[src/rtl/mult_bus_master_if.sv]
// mult_bus_master_if: command/response handshake and srd/swr register bus of the multiplier bus master.
interface mult_bus_master_if;
   logic        cmd_valid;
   logic        cmd_ready;
   logic [23:0] cmd_a1;
   logic [23:0] cmd_a2;
   logic        rsp_valid;
   logic        rsp_ready;
   logic [31:0] rsp_product;
   logic [23:0] rsp_ones;
   logic        rsp_timeout;
   logic [15:0] saddress;
   logic        srd;
   logic        swr;
   logic [31:0] sdata_out;
   logic [31:0] sdata_in;
   modport master (
      input  cmd_valid, cmd_a1, cmd_a2, rsp_ready, sdata_in,
      output cmd_ready, rsp_valid, rsp_product, rsp_ones, rsp_timeout, saddress, srd, swr, sdata_out
   );
   modport slave (
      output cmd_valid, cmd_a1, cmd_a2, rsp_ready, sdata_in,
      input  cmd_ready, rsp_valid, rsp_product, rsp_ones, rsp_timeout, saddress, srd, swr, sdata_out
   );
endinterface

[src/rtl/mult_bus_master.sv]
// mult_bus_master: loads multiplier operands over the srd/swr bus, starts it, polls status, returns the result.
// Define MULT_MASTER_ONES_EN to also read back the ones count; otherwise rsp_ones stays 0.
module mult_bus_master #(
   parameter int          STROBE_CYCLES = 1,
   parameter logic [15:0] POLL_LIMIT    = 16'd1000,
   parameter logic [15:0] ADDR_A1       = 16'h037F,
   parameter logic [15:0] ADDR_A2       = 16'h0388,
   parameter logic [15:0] ADDR_CTRL     = 16'h03A0,
   parameter logic [15:0] ADDR_RESULT   = 16'h0390,
   parameter logic [15:0] ADDR_ONES     = 16'h0398
) (
   input logic               clk,
   input logic               reset,
   mult_bus_master_if.master bus
);
   localparam int            S    = STROBE_CYCLES + 2;
   localparam int            CW   = $clog2(S + 1);
   localparam logic [CW-1:0] LAST = CW'(S - 1);
   localparam logic [CW-1:0] STRB = CW'(STROBE_CYCLES);
   typedef enum logic [2:0] {IDLE, WR_A1, WR_A2, WR_START, POLL, RD_RESULT, RD_ONES, RESP} state_t;
   state_t        r_state, w_state_n;
   logic [CW-1:0] r_cnt, w_cnt_n;
   logic [15:0]   r_poll, w_poll_n, w_poll_inc;
   logic [23:0]   r_a2, w_a2_n;
   logic [15:0]   r_saddress, w_saddress_n;
   logic [31:0]   r_sdata_out, w_sdata_out_n;
   logic          r_srd, w_srd_n, r_swr, w_swr_n;
   logic          r_cmd_ready, w_cmd_ready_n;
   logic          r_rsp_valid, w_rsp_valid_n;
   logic          r_rsp_timeout, w_rsp_timeout_n;
   logic [31:0]   r_rsp_product, w_rsp_product_n;
   logic [23:0]   r_rsp_ones, w_rsp_ones_n;
   logic          w_end, w_bus, w_rd, w_strobe;
   // Every output is computed from the next state and registered, so nothing reaches a port combinationally.
   always_comb begin
      w_state_n       = r_state;
      w_poll_n        = r_poll;
      w_a2_n          = r_a2;
      w_sdata_out_n   = r_sdata_out;
      w_rsp_timeout_n = r_rsp_timeout;
      w_rsp_product_n = r_rsp_product;
      w_rsp_ones_n    = r_rsp_ones;
      w_end           = (r_cnt == LAST);
      w_poll_inc      = r_poll + 16'd1;
      w_cnt_n         = (w_end || r_state == IDLE || r_state == RESP) ? '0 : r_cnt + CW'(1);
      case (r_state)
         IDLE: if (bus.cmd_valid) begin
            w_state_n       = WR_A1;
            w_poll_n        = '0;
            w_a2_n          = bus.cmd_a2;
            w_sdata_out_n   = {8'h0, bus.cmd_a1};
            w_rsp_timeout_n = 1'b0;
            w_rsp_product_n = '0;
            w_rsp_ones_n    = '0;
         end
         WR_A1: if (w_end) begin
            w_state_n     = WR_A2;
            w_sdata_out_n = {8'h0, r_a2};
         end
         WR_A2: if (w_end) begin
            w_state_n     = WR_START;
            w_sdata_out_n = '0;
         end
         WR_START: if (w_end) w_state_n = POLL;
         POLL: if (w_end) begin
            if (bus.sdata_in[1:0] == 2'b11) w_state_n = RD_RESULT;
            else begin
               w_poll_n = w_poll_inc;
               if (w_poll_inc == POLL_LIMIT) begin
                  w_state_n       = RESP;
                  w_rsp_timeout_n = 1'b1;
               end
            end
         end
         RD_RESULT: if (w_end) begin
            w_rsp_product_n = bus.sdata_in;
`ifdef MULT_MASTER_ONES_EN
            w_state_n       = RD_ONES;
`else
            w_state_n       = RESP;
`endif
         end
`ifdef MULT_MASTER_ONES_EN
         RD_ONES: if (w_end) begin
            w_rsp_ones_n = bus.sdata_in[23:0];
            w_state_n    = RESP;
         end
`endif
         RESP: if (bus.rsp_ready) w_state_n = IDLE;
         default: ;
      endcase
      w_bus         = !(w_state_n inside {IDLE, RESP});
      w_rd          = w_state_n inside {POLL, RD_RESULT, RD_ONES};
      w_strobe      = w_bus && (w_cnt_n != '0) && (w_cnt_n <= STRB);
      w_srd_n       = w_strobe && w_rd;
      w_swr_n       = w_strobe && !w_rd;
      w_saddress_n  = w_state_n == WR_A1 ? ADDR_A1 :
                      w_state_n == WR_A2 ? ADDR_A2 :
                      w_state_n inside {WR_START, POLL} ? ADDR_CTRL :
                      w_state_n == RD_RESULT ? ADDR_RESULT :
                      w_state_n == RD_ONES ? ADDR_ONES : r_saddress;
      w_rsp_valid_n = (w_state_n == RESP);
      w_cmd_ready_n = (w_state_n == IDLE);
   end
   always_ff @(posedge clk or posedge reset) begin
      if (reset) begin
         r_state       <= IDLE;
         r_cnt         <= '0;
         r_poll        <= '0;
         r_a2          <= '0;
         r_saddress    <= '0;
         r_sdata_out   <= '0;
         r_srd         <= 1'b0;
         r_swr         <= 1'b0;
         r_cmd_ready   <= 1'b1;
         r_rsp_valid   <= 1'b0;
         r_rsp_timeout <= 1'b0;
         r_rsp_product <= '0;
         r_rsp_ones    <= '0;
      end else begin
         r_state       <= w_state_n;
         r_cnt         <= w_cnt_n;
         r_poll        <= w_poll_n;
         r_a2          <= w_a2_n;
         r_saddress    <= w_saddress_n;
         r_sdata_out   <= w_sdata_out_n;
         r_srd         <= w_srd_n;
         r_swr         <= w_swr_n;
         r_cmd_ready   <= w_cmd_ready_n;
         r_rsp_valid   <= w_rsp_valid_n;
         r_rsp_timeout <= w_rsp_timeout_n;
         r_rsp_product <= w_rsp_product_n;
         r_rsp_ones    <= w_rsp_ones_n;
      end
   end
   assign bus.cmd_ready   = r_cmd_ready;
   assign bus.rsp_valid   = r_rsp_valid;
   assign bus.rsp_timeout = r_rsp_timeout;
   assign bus.rsp_product = r_rsp_product;
   assign bus.rsp_ones    = r_rsp_ones;
   assign bus.saddress    = r_saddress;
   assign bus.srd         = r_srd;
   assign bus.swr         = r_swr;
   assign bus.sdata_out   = r_sdata_out;
endmodule

[src/flat_wrapper.sv]
// flat-port wrapper written by rule: the top's interface ports become plain ports
module mult_bus_master_flat 
#(
   parameter int          STROBE_CYCLES = 1,
   parameter logic [15:0] POLL_LIMIT    = 16'd1000,
   parameter logic [15:0] ADDR_A1       = 16'h037F,
   parameter logic [15:0] ADDR_A2       = 16'h0388,
   parameter logic [15:0] ADDR_CTRL     = 16'h03A0,
   parameter logic [15:0] ADDR_RESULT   = 16'h0390,
   parameter logic [15:0] ADDR_ONES     = 16'h0398
)
  (clk, reset, bus_cmd_valid, bus_cmd_a1, bus_cmd_a2, bus_rsp_ready, bus_sdata_in, bus_cmd_ready, bus_rsp_valid, bus_rsp_product, bus_rsp_ones, bus_rsp_timeout, bus_saddress, bus_srd, bus_swr, bus_sdata_out);
  mult_bus_master_if bus_i ();
  input logic clk;
  input logic reset;
  input wire logic [$bits(bus_i.cmd_valid)-1:0] bus_cmd_valid;
  input wire logic [$bits(bus_i.cmd_a1)-1:0] bus_cmd_a1;
  input wire logic [$bits(bus_i.cmd_a2)-1:0] bus_cmd_a2;
  input wire logic [$bits(bus_i.rsp_ready)-1:0] bus_rsp_ready;
  input wire logic [$bits(bus_i.sdata_in)-1:0] bus_sdata_in;
  output wire logic [$bits(bus_i.cmd_ready)-1:0] bus_cmd_ready;
  output wire logic [$bits(bus_i.rsp_valid)-1:0] bus_rsp_valid;
  output wire logic [$bits(bus_i.rsp_product)-1:0] bus_rsp_product;
  output wire logic [$bits(bus_i.rsp_ones)-1:0] bus_rsp_ones;
  output wire logic [$bits(bus_i.rsp_timeout)-1:0] bus_rsp_timeout;
  output wire logic [$bits(bus_i.saddress)-1:0] bus_saddress;
  output wire logic [$bits(bus_i.srd)-1:0] bus_srd;
  output wire logic [$bits(bus_i.swr)-1:0] bus_swr;
  output wire logic [$bits(bus_i.sdata_out)-1:0] bus_sdata_out;
  assign bus_i.cmd_valid = bus_cmd_valid;
  assign bus_i.cmd_a1 = bus_cmd_a1;
  assign bus_i.cmd_a2 = bus_cmd_a2;
  assign bus_i.rsp_ready = bus_rsp_ready;
  assign bus_i.sdata_in = bus_sdata_in;
  assign bus_cmd_ready = bus_i.cmd_ready;
  assign bus_rsp_valid = bus_i.rsp_valid;
  assign bus_rsp_product = bus_i.rsp_product;
  assign bus_rsp_ones = bus_i.rsp_ones;
  assign bus_rsp_timeout = bus_i.rsp_timeout;
  assign bus_saddress = bus_i.saddress;
  assign bus_srd = bus_i.srd;
  assign bus_swr = bus_i.swr;
  assign bus_sdata_out = bus_i.sdata_out;
  mult_bus_master #(.STROBE_CYCLES(STROBE_CYCLES), .POLL_LIMIT(POLL_LIMIT), .ADDR_A1(ADDR_A1), .ADDR_A2(ADDR_A2), .ADDR_CTRL(ADDR_CTRL), .ADDR_RESULT(ADDR_RESULT), .ADDR_ONES(ADDR_ONES)) u_core (.clk(clk), .reset(reset), .bus(bus_i));
endmodule
[config.mk]
export PLATFORM = sky130hd
export DESIGN_NAME = mult_bus_master_flat
export DESIGN_NICKNAME = d
export VERILOG_FILES = /design/src/rtl/mult_bus_master_if.sv /design/src/rtl/mult_bus_master.sv /design/src/flat_wrapper.sv
export SDC_FILE = /design/constraint.sdc
export NUM_CORES = 1
export LEC_CHECK = 0
export CORE_UTILIZATION = 45
export CTS_CLUSTER_SIZE = 8
export DETAILED_ROUTE_END_ITERATION = 16
export GPL_TIMING_DRIVEN = 0
export PLACE_DENSITY = 0.81
export SKIP_LAST_GASP = 1
export SYNTH_ARGS = -nofsm -noshare
export SYNTH_HDL_FRONTEND = slang
export SYNTH_SLANG_ARGS = --single-unit
[constraint.sdc]
create_clock -name clk -period 4.25 [get_ports clk]
set_input_delay 1.0625 -clock clk [delete_from_list [all_inputs] [get_ports clk]]
set_output_delay 1.0625 -clock clk [all_outputs]
set_load 0.02 [all_outputs]
==> run_summary.xml <==
<?xml version="1.0" encoding="UTF-8"?>
<metrics>
  <group name="pwr">
    <metric name="power.switching" unit="uW">1968</metric>
    <metric name="cellInternalPower" unit="uW">2991</metric>
    <metric name="clkPwrFrac" unit="">0.182</metric>
    <metric name="power_density" unit="mW/mm^2">660.6</metric>
    <metric name="power_frac_seq" unit="">0.339</metric>
    <metric name="power_switching_share" unit="">0.3968</metric>
    <metric name="total_power" unit="uW">4959</metric>
    <metric name="comb_power_share" unit="">0.479</metric>
    <metric name="power.leakage" unit="uW">0.003405</metric>
    <metric name="vdd_ir_drop_max" unit="mV">0.4777</metric>
  </group>
  <group name="clocking">
    <metric name="cts_hold_repair.buffers" unit="">0</metric>
    <metric name="max-clock-path-buffers" unit="">2</metric>
    <metric name="cts_inserted_buffers" unit="">9</metric>
    <metric name="clkLatencyLatePin" unit="ps">350</metric>
    <metric name="clock_tree.root_cell" unit="">sky130_fd_sc_hd__clkbuf_16</metric>
    <metric name="clk_pin_slew" unit="ps">70</metric>
    <metric name="cts.repair_timing.setup_buffer_count" unit="">0</metric>
    <metric name="clock-sinks" unit="">112</metric>
    <metric name="tritoncts" unit="">yes</metric>
    <metric name="cts_repair_resize_count" unit="">0</metric>
    <metric name="h-tree-depth" unit="">3</metric>
  </group>
  <group name="logic_synthesis">
    <metric name="synth_seq_area_share" unit="">0.5288</metric>
    <metric name="yosys_warnings" unit="">0</metric>
    <metric name="synth-async-reset-ratio" unit="">1.000</metric>
    <metric name="ys_dominant_reg_cell" unit="">sky130_fd_sc_hd__dfrtp_1</metric>
    <metric name="syn_inst" unit="">595</metric>
    <metric name="syn-mean-instance-area" unit="um^2">8.912</metric>
    <metric name="synth-edff-count" unit="">0</metric>
    <metric name="number_of_distinct_library_cell_variants_in_the_gate_level_netlist_after_synthesis" unit="">50</metric>
    <metric name="flop_and_latch_count_out_of_synthesis" unit="">112</metric>
    <metric name="synth.cell_area" unit="mm^2">0.005303</metric>
  </group>
  <group name="finish">
    <metric name="highest_count_cells_in_the_layout_ignoring_fill_and_taps" unit="">sky130_fd_sc_hd__nand2_1, sky130_fd_sc_hd__clkdlybuf4s50_1, sky130_fd_sc_hd__dfrtp_1, sky130_fd_sc_hd__o21ai_0, sky130_fd_sc_hd__buf_4</metric>
    <metric name="fin_util" unit="">0.6547</metric>
    <metric name="fraction_of_layout_instances_using_a_drive_strength_above_1" unit="">0.09227</metric>
    <metric name="nets" unit="">884</metric>
    <metric name="insertedDiodeCount" unit="">0</metric>
    <metric name="n_fill_cell" unit="">901</metric>
    <metric name="multi_input_comb_area" unit="mm^2">0.002140</metric>
    <metric name="mostFrequentLayoutCell" unit="">sky130_fd_sc_hd__nand2_1</metric>
    <metric name="layout_overhead_on_the_synthesized_area" unit="%">41.58</metric>
    <metric name="regArea" unit="mm^2">0.002804</metric>
  </group>
  <group name="grt">
    <metric name="grt_pass1_vias" unit="">4891</metric>
    <metric name="gr-usage-all-layers" unit="">0.2361</metric>
    <metric name="global_route_wire_length_before_repair" unit="um">23310</metric>
    <metric name="antenna_found_initial" unit="">0</metric>
    <metric name="global_route.overflow_total" unit="">0</metric>
    <metric name="grt_start_max_net_pins" unit="">64</metric>
  </group>
  <group name="status">
    <metric name="status" unit="">finished, final reports clean</metric>
  </group>
  <group name="setup_path">
    <metric name="class_of_the_most_critical_setup_path" unit="">in2reg</metric>
    <metric name="critical_path_arrival" unit="ps">3260</metric>
    <metric name="endpoint_kind" unit="">flop</metric>
    <metric name="reg2reg_setup_slack" unit="ps">1410</metric>
    <metric name="crit_required" unit="ps">4470</metric>
    <metric name="worst-r2r-cell-count" unit="">9</metric>
    <metric name="crit-reg2reg-launch" unit="">u_core.r_poll[0]$_DFFE_PP0P_</metric>
    <metric name="worst_setup_path_start_kind" unit="">primary input</metric>
    <metric name="timing.critical_path.fanout_max" unit="">10</metric>
    <metric name="regToRegEndpoint" unit="">u_core.bus.saddress[3]$_DFFE_PP0P_</metric>
  </group>
  <group name="detailed_routing">
    <metric name="route.detailed.drc" unit="">0</metric>
    <metric name="drt_first_iter_violations" unit="">382</metric>
    <metric name="wl" unit="um">14040</metric>
    <metric name="via_count" unit="">4863</metric>
    <metric name="wl_met3" unit="um">828</metric>
    <metric name="maxUsedRoutingLayer" unit="">met4</metric>
    <metric name="routed_wire_length_per_instance" unit="um">14.85</metric>
    <metric name="drt-vias-per-instance" unit="">5.146</metric>
    <metric name="routed-wl-met2" unit="um">6930</metric>
    <metric name="first_pass_iters" unit="">5</metric>
    <metric name="drt.antenna.violating_nets" unit="">0</metric>
    <metric name="wirelength_met1" unit="um">5832</metric>
  </group>
  <group name="placement">
    <metric name="port_buffers" unit="">154</metric>
    <metric name="last_weighted_congestion_value_of_the_routability_driven_placer" unit="">0.8604</metric>
    <metric name="preCtsSetupSlack" unit="ps">815.7</metric>
    <metric name="hpwl" unit="um">10120</metric>
  </group>
  <group name="sta">
    <metric name="clock-skew-final" unit="ps">9.884</metric>
    <metric name="relSlewSlack" unit="">0.3366</metric>
    <metric name="setup_total_negative_slack" unit="ps">0</metric>
    <metric name="setup_repair_after_global_routing_missed_its_margin" unit="">no</metric>
    <metric name="setup_ws" unit="ps">1216</metric>
    <metric name="hold_slack" unit="ps">450.1</metric>
    <metric name="period_needed" unit="ps">3034</metric>
    <metric name="max_freq" unit="MHz">329.5</metric>
    <metric name="finalMaxSlewViolations" unit="">0</metric>
    <metric name="finalHoldViolations" unit="">0</metric>
    <metric name="tightest_slew" unit="ps">993.0</metric>
    <metric name="finalSetupViolations" unit="">0</metric>
    <metric name="final.period_utilization" unit="">0.7140</metric>
  </group>
  <group name="floorplanning">
    <metric name="floorplan.rows" unit="">39</metric>
    <metric name="floorplan.io_pins" unit="">193</metric>
    <metric name="die_y" unit="um">110.6</metric>
    <metric name="core_region_area" unit="mm^2">0.01147</metric>
    <metric name="initial_util" unit="">0.4624</metric>
    <metric name="die_width" unit="um">110.6</metric>
    <metric name="die_area" unit="mm^2">0.01222</metric>
  </group>
  <group name="min_path">
    <metric name="min_path_cells" unit="">1</metric>
    <metric name="min_path_type" unit="">reg2reg</metric>
    <metric name="min_from" unit="">u_core.r_cnt[0]$_DFF_PP0_</metric>
    <metric name="worstHoldEndpoint" unit="">u_core.r_cnt[0]$_DFF_PP0_</metric>
  </group>
  <group name="run">
    <metric name="maxCapViolCount" unit="">0</metric>
  </group>
</metrics>
-- logic make-up after synthesis --
kind of cell             count (synthesis)  share of synthesized area
AO/OA/AOI/OAI                          135                     0.1501
XOR/XNOR                                 8                    0.01321
adder cells (fa/ha/maj)                  2                   0.004718
buffers and inverters                   87                    0.09391
flip-flops                             112                     0.5288
multiplexers                             2                   0.004011
other                                    1                  0.0007072
AND/OR/NAND/NOR                        248                     0.2046
-- registers in the layout, indices dropped and copies added, names as in the netlist, 2 cells and up --
name                    flops
u_core.r_a2                24
u_core.bus.saddress         6
u_core.r_poll              16
u_core.bus.sdata_out       24
u_core.r_cnt                2
u_core.r_state              3
u_core.bus.rsp_product     32
-- worst max-delay path by stage --
| stage | startpoint | endpoint | slack, ps | cells past startpoint |
|---|---|---|---|---|
| after floorplan | reset | u_core.bus.rsp_product[0]$_DFFE_PP0P_ | 230 | 1 |
| after global placement | reset | u_core.r_a2[0]$_DFFE_PP0P_ | -1290 | 2 |
| after detailed placement | bus_cmd_valid | u_core.bus.sdata_out[10]$_DFFE_PP0P_ | 820 | 7 |
| after CTS | bus_cmd_valid | u_core.bus.sdata_out[10]$_DFFE_PP0P_ | 1180 | 7 |
| after global routing | bus_cmd_valid | u_core.bus.sdata_out[18]$_DFFE_PP0P_ | 960 | 7 |
| final | bus_cmd_valid | u_core.bus.sdata_out[10]$_DFFE_PP0P_ | 1220 | 7 |
-- power by group through the flow --
stage / Combinational, uW / Clock [uW] / Sequential (uW)
final: 2380 / 905 / 1680
after global routing: 2610 / 955 / 1730
after CTS: 2380 / 915 / 1680
after detailed placement: 2360 / 0 / 1700
after global placement: 2280 / 0 / 1670
after floorplan: 1120 / 0 / 1970
-- cell type report --
cell class,instances,share of cell area
well taps,143,0.02383
plain buffers,79,0.06233
repair buffers,155,0.2090
clock buffers,9,0.03000
multi-input cells,433,0.2850
clock inverters,6,0.01200
flip-flops and latches,112,0.3735
inverters,8,0.004333
-- through the flow --
| step | instances | cell area [um^2] |
|---|---|---|
| after floorplan | 632 | 5441 |
| after global placement | 929 | 7162 |
| after detailed placement | 930 | 7192 |
| after CTS | 945 | 7507 |
| after global routing | 945 | 7507 |
| final | 945 | 7507 |
-- layer usage --
metal,up-vias,track usage
li1,2326,-
met1,2306,0.2871
met2,197,0.4066
met3,34,0.04336
met4,0,0.1084
met5,-,0
-- cell usage after synthesis, types with 4 or more instances --
cell type                    n  share of area
sky130_fd_sc_hd__a21oi_1    11          0.010
sky130_fd_sc_hd__a22oi_1    24          0.034
sky130_fd_sc_hd__and2_1      5         0.0059
sky130_fd_sc_hd__and3_1      4         0.0047
sky130_fd_sc_hd__buf_4      43          0.061
sky130_fd_sc_hd__clkbuf_1   32          0.023
sky130_fd_sc_hd__dfrtp_1   111           0.52
sky130_fd_sc_hd__inv_1       8         0.0057
sky130_fd_sc_hd__nand2_1   179           0.13
sky130_fd_sc_hd__nand3_1    11          0.010
sky130_fd_sc_hd__nand4_1     4         0.0047
sky130_fd_sc_hd__nor2_1     22          0.016
sky130_fd_sc_hd__nor3b_1     4         0.0057
sky130_fd_sc_hd__o21ai_0    82          0.077
sky130_fd_sc_hd__o31ai_1     4         0.0057
sky130_fd_sc_hd__xor2_1      5         0.0083
-- worst max-delay path, cell delays in order --
cell,delay [ps]
sky130_fd_sc_hd__clkdlybuf4s50_1,500
sky130_fd_sc_hd__nor4b_2,730
sky130_fd_sc_hd__a21oi_1,220
sky130_fd_sc_hd__clkbuf_1,270
sky130_fd_sc_hd__clkbuf_1,270
sky130_fd_sc_hd__nand2_1,130
sky130_fd_sc_hd__o21ai_0,90
(Power assumes the default switching activity.)
